===== config.mk =====
export PLATFORM = sky130hd
export DESIGN_NAME = drv_switch_bank
export DESIGN_NICKNAME = d
export VERILOG_FILES = /design/src/rtl/drv_switch_bank.sv
export SDC_FILE = /design/constraint.sdc
export NUM_CORES = 1
export LEC_CHECK = 0
export CORE_MARGIN = 2
export CORE_UTILIZATION = 40
export CTS_CLUSTER_DIAMETER = 150
export DETAILED_ROUTE_END_ITERATION = 16
export PLACE_DENSITY = 0.62
export RECOVER_POWER = 100
export REMOVE_ABC_BUFFERS = 1
export SLEW_MARGIN = 25
export SYNTH_ARGS = -nofsm -noshare
export SYNTH_HDL_FRONTEND = slang
export SYNTH_SLANG_ARGS = --single-unit

===== constraint.sdc =====
create_clock -name i_clk -period 3.8 [get_ports i_clk]
set_clock_uncertainty 0.05 [all_clocks]
set_input_delay 0.38 -clock i_clk [delete_from_list [all_inputs] [get_ports i_clk]]
set_output_delay 0.38 -clock i_clk [all_outputs]
set_load 0.05 [all_outputs]

===== src/rtl/drv_switch_bank.sv =====
// drv_switch_bank: multi-channel debounced button/switch driver.
// Each channel: 2-flop synchroniser, polarity normalisation, stability-counter
// debounce, and an IDLE/HELD/LONG event FSM producing press/click/release,
// toggle, long-press and (optionally) auto-repeat outputs.
// Optional feature: define DRV_SWITCH_BANK_REPEAT_EN to build the auto-repeat
// logic; without it o_repeat is constant 0 and p_repeat_cycles is ignored.
module drv_switch_bank #(
  parameter int unsigned           p_channels      = 4,
  parameter int unsigned           p_scale         = 5,
  parameter logic [p_channels-1:0] p_pullup_mask   = {p_channels{1'b1}},
  parameter int unsigned           p_long_cycles   = 1000,
  parameter int unsigned           p_repeat_cycles = 250
) (
  input  logic                  i_clk,
  input  logic                  i_rst,
  input  logic [p_channels-1:0] i_drv_sw,
  output logic [p_channels-1:0] o_press,
  output logic [p_channels-1:0] o_click,
  output logic [p_channels-1:0] o_release,
  output logic [p_channels-1:0] o_toggle,
  output logic [p_channels-1:0] o_long,
  output logic [p_channels-1:0] o_repeat
);

  localparam int unsigned CNT_W    = p_scale;
  localparam int unsigned HOLD_MAX = (p_long_cycles > p_repeat_cycles) ? p_long_cycles
                                                                       : p_repeat_cycles;
  localparam int unsigned HOLD_W   = $clog2(HOLD_MAX + 1);

  typedef enum logic [1:0] {
    IDLE = 2'd0,
    HELD = 2'd1,
    LONG = 2'd2
  } fsm_t;

  logic [p_channels-1:0] sync_a;
  logic [p_channels-1:0] sync_b;
  logic [p_channels-1:0] s;

  // Two-flop synchroniser; reset loads the inactive pad level
  always_ff @(posedge i_clk) begin
    if (i_rst) begin
      sync_a <= p_pullup_mask;
      sync_b <= p_pullup_mask;
    end else begin
      sync_a <= i_drv_sw;
      sync_b <= sync_a;
    end
  end

  // Polarity normalisation: 1 means active on every channel
  assign s = sync_b ^ p_pullup_mask;

  for (genvar g = 0; g < p_channels; g++) begin : g_ch
    logic [CNT_W-1:0]  cnt;
    logic              deb;
    fsm_t              fsm;
    fsm_t              fsm_nx;
    logic [HOLD_W-1:0] hold;
    logic [HOLD_W-1:0] hold_nx;
    logic              click_nx;
    logic              release_nx;
    logic              long_nx;
    logic              repeat_nx;
    logic              press_q;
    logic              click_q;
    logic              release_q;
    logic              toggle_q;
    logic              long_q;
    logic              repeat_q;

    // Debounce: flip only after 2**p_scale consecutive differing samples
    always_ff @(posedge i_clk) begin
      if (i_rst) begin
        deb <= 1'b0;
        cnt <= '0;
      end else if (s[g] == deb) begin
        cnt <= '0;
      end else if (cnt == {CNT_W{1'b1}}) begin
        deb <= ~deb;
        cnt <= '0;
      end else begin
        cnt <= cnt + CNT_W'(1);
      end
    end

    // FSM state, hold counter and registered outputs
    always_ff @(posedge i_clk) begin
      if (i_rst) begin
        fsm       <= IDLE;
        hold      <= '0;
        press_q   <= 1'b0;
        click_q   <= 1'b0;
        release_q <= 1'b0;
        toggle_q  <= 1'b0;
        long_q    <= 1'b0;
        repeat_q  <= 1'b0;
      end else begin
        fsm       <= fsm_nx;
        hold      <= hold_nx;
        press_q   <= deb;
        click_q   <= click_nx;
        release_q <= release_nx;
        toggle_q  <= toggle_q ^ click_q;
        long_q    <= long_nx;
        repeat_q  <= repeat_nx;
      end
    end

    // Next-state and event decode; a release always beats the long threshold
    always_comb begin
      fsm_nx     = fsm;
      hold_nx    = hold;
      click_nx   = 1'b0;
      release_nx = 1'b0;
      long_nx    = 1'b0;
      repeat_nx  = 1'b0;
      case (fsm)
        IDLE: begin
          if (deb) begin
            fsm_nx   = HELD;
            hold_nx  = '0;
            click_nx = 1'b1;
          end
        end
        HELD: begin
          if (!deb) begin
            fsm_nx     = IDLE;
            release_nx = 1'b1;
          end else if (hold == HOLD_W'(p_long_cycles - 1)) begin
            fsm_nx  = LONG;
            hold_nx = '0;
            long_nx = 1'b1;
          end else begin
            hold_nx = hold + HOLD_W'(1);
          end
        end
        LONG: begin
          if (!deb) begin
            fsm_nx     = IDLE;
            release_nx = 1'b1;
          end else begin
`ifdef DRV_SWITCH_BANK_REPEAT_EN
            if (hold == HOLD_W'(p_repeat_cycles - 1)) begin
              hold_nx   = '0;
              repeat_nx = 1'b1;
            end else begin
              hold_nx = hold + HOLD_W'(1);
            end
`else
            if (hold != {HOLD_W{1'b1}}) begin
              hold_nx = hold + HOLD_W'(1);
            end
`endif
          end
        end
        default: begin
          fsm_nx = IDLE;
        end
      endcase
    end

    assign o_press[g]   = press_q;
    assign o_click[g]   = click_q;
    assign o_release[g] = release_q;
    assign o_toggle[g]  = toggle_q;
    assign o_long[g]    = long_q;
    assign o_repeat[g]  = repeat_q;
  end

endmodule


======== After elaboration in Yosys (flattened, before gate mapping) ========
Index checks and enable logic that the tools add are counted.
cells by class
  add/subtract/negate cells ............... 8
  eq/ne operators ......................... 48
  muxes and demuxes ....................... 56
  bitwise gates (word level) .............. 25
  reduce and logical (&&, ||, !) cells .... 40
operators with widths
  operator                                              number
  2-to-1 mux 10 bit                                     20
  case mux 10 bit (3 select lines)                      4
  adder 10 x 1 -> 10 bit (second input constant)        4
  equality test 10 bit (second input constant)          4
  inequality test 10 bit (second input constant)        4
  inequality test 2 bit (second input constant)         20
  2-to-1 mux 2 bit                                      16
  case mux 2 bit (3 select lines)                       4
  OR reduction 2 bit                                    12
  OR reduction 3 bit                                    8
  adder 5 x 1 -> 5 bit (second input constant)          4
  equality test 5 bit (second input constant)           4
  inverter 1 bit                                        20
  AND reduction 5 bit                                   4
  2-to-1 mux 1 bit                                      12
  inequality test 3 bit (second input constant)         4
  AND reduction 3 bit                                   4
  nonzero test 3 bit                                    4
  equality test 2 x 1 -> 1 bit (second input constant)  4
  equality test 2 bit (second input constant)           4
  zero test 2 bit                                       4
  AND reduction 2 bit                                   4
  equality test 1 bit                                   4
  inverter 4 bit                                        1
  bitwise XOR 1 bit                                     4
storage, ports and cells
  register bits ........................... 100
  input bits .............................. 6
  output and inout bits ................... 24
  word-level logic and storage cells ...... 215

======== Depth between registers and ports, before layout ========
  word-level depth ........................ 4
  mapped depth ............................ 8
  mapped depth without buffers ............ 7

======== Worst setup path before layout ========
Ideal clock, no wire load.
  kind .................................... flip-flop to flip-flop
  start point ............................. register g_ch[3].fsm[0]
  end point ............................... register g_ch[3].hold[3]
  setup time .............................. 0.071 ns
  arrival time ............................ 2.014 ns
  data required time ...................... 3.679 ns
  setup slack ............................. 1.665 ns
  stages on the path, launching flop included .. 8
  buffers on the path ..................... 0
  clock period less this slack ............ 2.135 ns
  cells stage by stage .................... dfxtp_1 -> inv_1 -> ha_1 -> or3_4 -> a21oi_4 -> nand4bb_1 -> or3b_2 -> a21oi_1
on the way
  word-level cells in the longest chain between the ends .. 3
  elaborated cells between the ends (all ways) .. 10
  those cells by class .................... 6 x eq/ne; 1 x mux; 3 x reduce/logical
RTL lines
  item                                                                   line  RTL
  from (decl)                                                            57    fsm_t fsm;
  from (signal assigned)                                                 99    fsm <= fsm_nx;
  equality test 2 bit (tied with other cells)                            118   case (fsm)
  inequality test 2 bit (no line) or nonzero test 3 bit (tied branches)  -
  AND reduction 5 bit (no line)                                          -
  to (signal assigned)                                                   100   hold <= hold_nx;
  to (decl)                                                              59    logic [HOLD_W-1:0] hold;
Several ways; a longest one is shown, not always the timed one.
A chain may end at the register's enable or synchronous reset.

======== Worst setup path after layout ========
  start point ............................. register g_ch[1].fsm[0]
  end point ............................... register g_ch[1].hold[5]
on the way
  word-level cells in the longest chain between the ends .. 3
  elaborated cells between the ends (all ways) .. 10
  those cells by class .................... 6 x eq/ne; 1 x mux; 3 x reduce/logical
RTL lines
  item                                                                   line
  from (decl)                                                            57
  from (signal assigned)                                                 99
  equality test 2 bit (tied with other cells)                            118
  inequality test 2 bit (no line) or nonzero test 3 bit (tied branches)  -
  AND reduction 5 bit (no line)                                          -
  to (signal assigned)                                                   100
  to (decl)                                                              59
Several ways; a longest one is shown, not always the timed one.

==> results.md <==
- Register-to-Register Path Depth: 6
- Dpl ws: 1420 ps
- Switching share of power: 0.205
- Psw: about 0.4 mW
- Worst EP required: 3920 ps
- Clk_lat worst skew: roughly 340 ps
- Final hold viol count: 0
- WL final: 8.71 mm
- FP Rows: 40
- Netlist cell types: 60
- Ys async rst share: 0
- Initial Util: 0.405
- Leading register cell type out of synthesis: dfxtp_1
- Initial antenna violation count: 0
- Diode count: 0
- Area of the core: around 12,000 um2
- Post-DR vias/cell: 5.36
- Gpl congestion: 0.824
- Post-cts repair resize count: 0
- First-pass GRT wire length: 15.3 mm
- Cell count after synthesis: approximately 550
- Min-Delay Path Class: reg -> reg
- CTS tree: yes
- CTS Sinks: 100
- Hold path cells: 1
- Antenna Nets Post-Route: 0
- Aggregate global routing overflow: 0
- Slew Viols, Final: 0
- Die area: 13,000 um2
- Hold_ws: 361 ps
- Fin crit share: 0.749
- Total CTS buffers: 9
- Critical path type: reg -> reg
- Reg2reg start: g_ch[1].fsm[0]$_SDFFE_PP0P_
- Cts hold-fix bufs: 0
- Final std cells w/o fill: 702
- Peak supply drop: ~0.22 mV
- Final setup violation count: 0
- Final Cell Area: 5290 um2
- Max FO, Critical Path: 9
- Post-CTS Setup Inserts: 0
- Drt initial violations: 248
- Pwr dens: between 300 and 400 nW/um2
- Arr. time, crit path: 2960 ps
- Final Util: 0.444
- FF+latch area: 2000 um2
- Nets@finish: 584
- Placement Cell Area: 5050 um2
- HP Start: sync_a[2]$_SDFF_PP1_
- Max Cap Viol: 0
- Layout cells sized above 1: 0.0631
- Routed via count: 3,761
- Final Power: 1.99 mW
- #FFs+latches synth: 100
- Worst Setup Slack, final: 954 ps
- Die W: 114 um
- # port buffers: 25
- CTS root buf: clkbuf_16
- Fillcell total: approximately 1,200
- Seq pwr share: 0.529
- EDFF count, synth: 0
- Seq/Total Area, Yosys: 0.415
- Fmax: 351 MHz
- Outcome: completed
- Crit start category: register
- Multi-input combinational cell area: around 2500 um2
- Layout Area Growth over Synthesis: 9.70%
- H-tree levels: 3
- Min Tclk post-route: approximately 2800 ps
- Most frequent cells in the layout: dfxtp_1, nor2_1, a21oi_1, nand2_1
- Cell area after synthesis: 4820 um2
- Tightest Pin Transition: 1390 ps
- Placed insts: 687
- Clock Pin Slew Worst Setup and Hold Paths: about 70 ps
- Pre-Repair DR Iteration Count: 4
- DRC viols: 0
- Most common cell after layout, fill and taps aside: dfxtp_1
- Setup crit start: g_ch[1].fsm[0]$_SDFFE_PP0P_
- Pleak: 1.97 nW
- Max-slew headroom: 0.0706
- Comb power frac: 0.018
- HPWL after detailed placement: 6.02 mm
- Avg Cell Area, Syn: 8.80 um2
- GRT Util Overall: 0.142
- Sum Neg Setup Slack: 0 ps
- IO Pins: 30
- Unrepaired setup endpoints after global routing: no
- Setup crit end kind: register
- Largest net degree at the start of global routing: 31
- Routed len/inst: 12.4 um
- YS warnings: 0
- Clk pwr share: 0.452
- Pint: 1.59 mW
- Longest Clk Path Bufs: 2
- Die Y: 114 um
- Vias in the first global route: 3,525
state kept, by name, indices dropped and copies added (netlist names):
name / flops
g_ch.hold: 40
g_ch.cnt: 20
g_ch.fsm: 8
g_ch.click_q: 4
g_ch.deb: 4
g_ch.long_q: 4
g_ch.press_q: 4
g_ch.release_q: 4
g_ch.toggle_q: 4
sync_a: 4
sync_b: 4
power by group through the flow:
stage / clock, mW / combinational, mW / sequential, mW
2_1_floorplan: 0 / 0.0165 / 1.08
3_3_place_gp: 0 / 0.0381 / 1.08
3_5_place_dp: 0 / 0.0385 / 1.08
4_1_cts: 0.931 / 0.0387 / 1.06
5_1_grt: 0.980 / 0.0406 / 1.06
6_report: 0.902 / 0.0369 / 1.06
cells by family after synthesis:
logic type	after synthesis	synth area share
buffers and inverters	62	0.0672
and+or+nand+nor	230	0.261
DFF	100	0.415
other	1	0.000777
muxes	3	0.00623
adders and majority gates	27	0.0700
xor gates and xnor gates	19	0.0345
AOI/OAI and AO/OA	106	0.145
worst max-delay path, stage by stage, from the launching register on:
cell and delay [ps]:
dfxtp_1 360, inv_1 90, ha_1 290, o41ai_1 1120
a311oi_1 420, a21oi_1 270, a311oi_1 70
worst paths after layout:
kind,endpoint,slack [ps]
min,sync_b[2]$_SDFF_PP1_,360
max reg2reg,g_ch[1].hold[5]$_SDFFE_PP0P_,950
max,g_ch[1].hold[5]$_SDFFE_PP0P_,950
min reg2reg,sync_b[2]$_SDFF_PP1_,360
cell type report:
type	count	area share
multi-input combinational	389	0.467
sequential	100	0.378
timing repair buffer	28	0.0482
clock buffer	11	0.0459
tap	147	0.0348
inverter	23	0.0163
clock inverter	4	0.00946
synthesized netlist by cell type, types with 11 or more instances:
| master | number | share of area |
|---|---|---|
| buf_4 | 24 | 0.037 |
| a21oi_1 | 36 | 0.037 |
| o21ai_0 | 23 | 0.024 |
| or2_2 | 11 | 0.014 |
| dfxtp_1 | 100 | 0.42 |
| inv_1 | 23 | 0.018 |
| nor3_1 | 16 | 0.017 |
| and2_1 | 11 | 0.014 |
| and3_1 | 16 | 0.021 |
| nor2_1 | 51 | 0.040 |
| ha_1 | 27 | 0.070 |
| nand2_1 | 32 | 0.025 |
| nand3_1 | 27 | 0.028 |
| clkbuf_1 | 14 | 0.011 |
per-layer routing:
| metal | GRT usage | vias up | share of wire |
|---|---|---|---|
| met4 | 0.0675 | 0 | 0.019 |
| met2 | 0.240 | 44 | 0.47 |
| met5 | 0 | - | 0 |
| met1 | 0.178 | 1763 | 0.49 |
| met3 | 0.0191 | 9 | 0.022 |
| li1 | - | 1945 | - |
(Power assumes the default switching activity.)
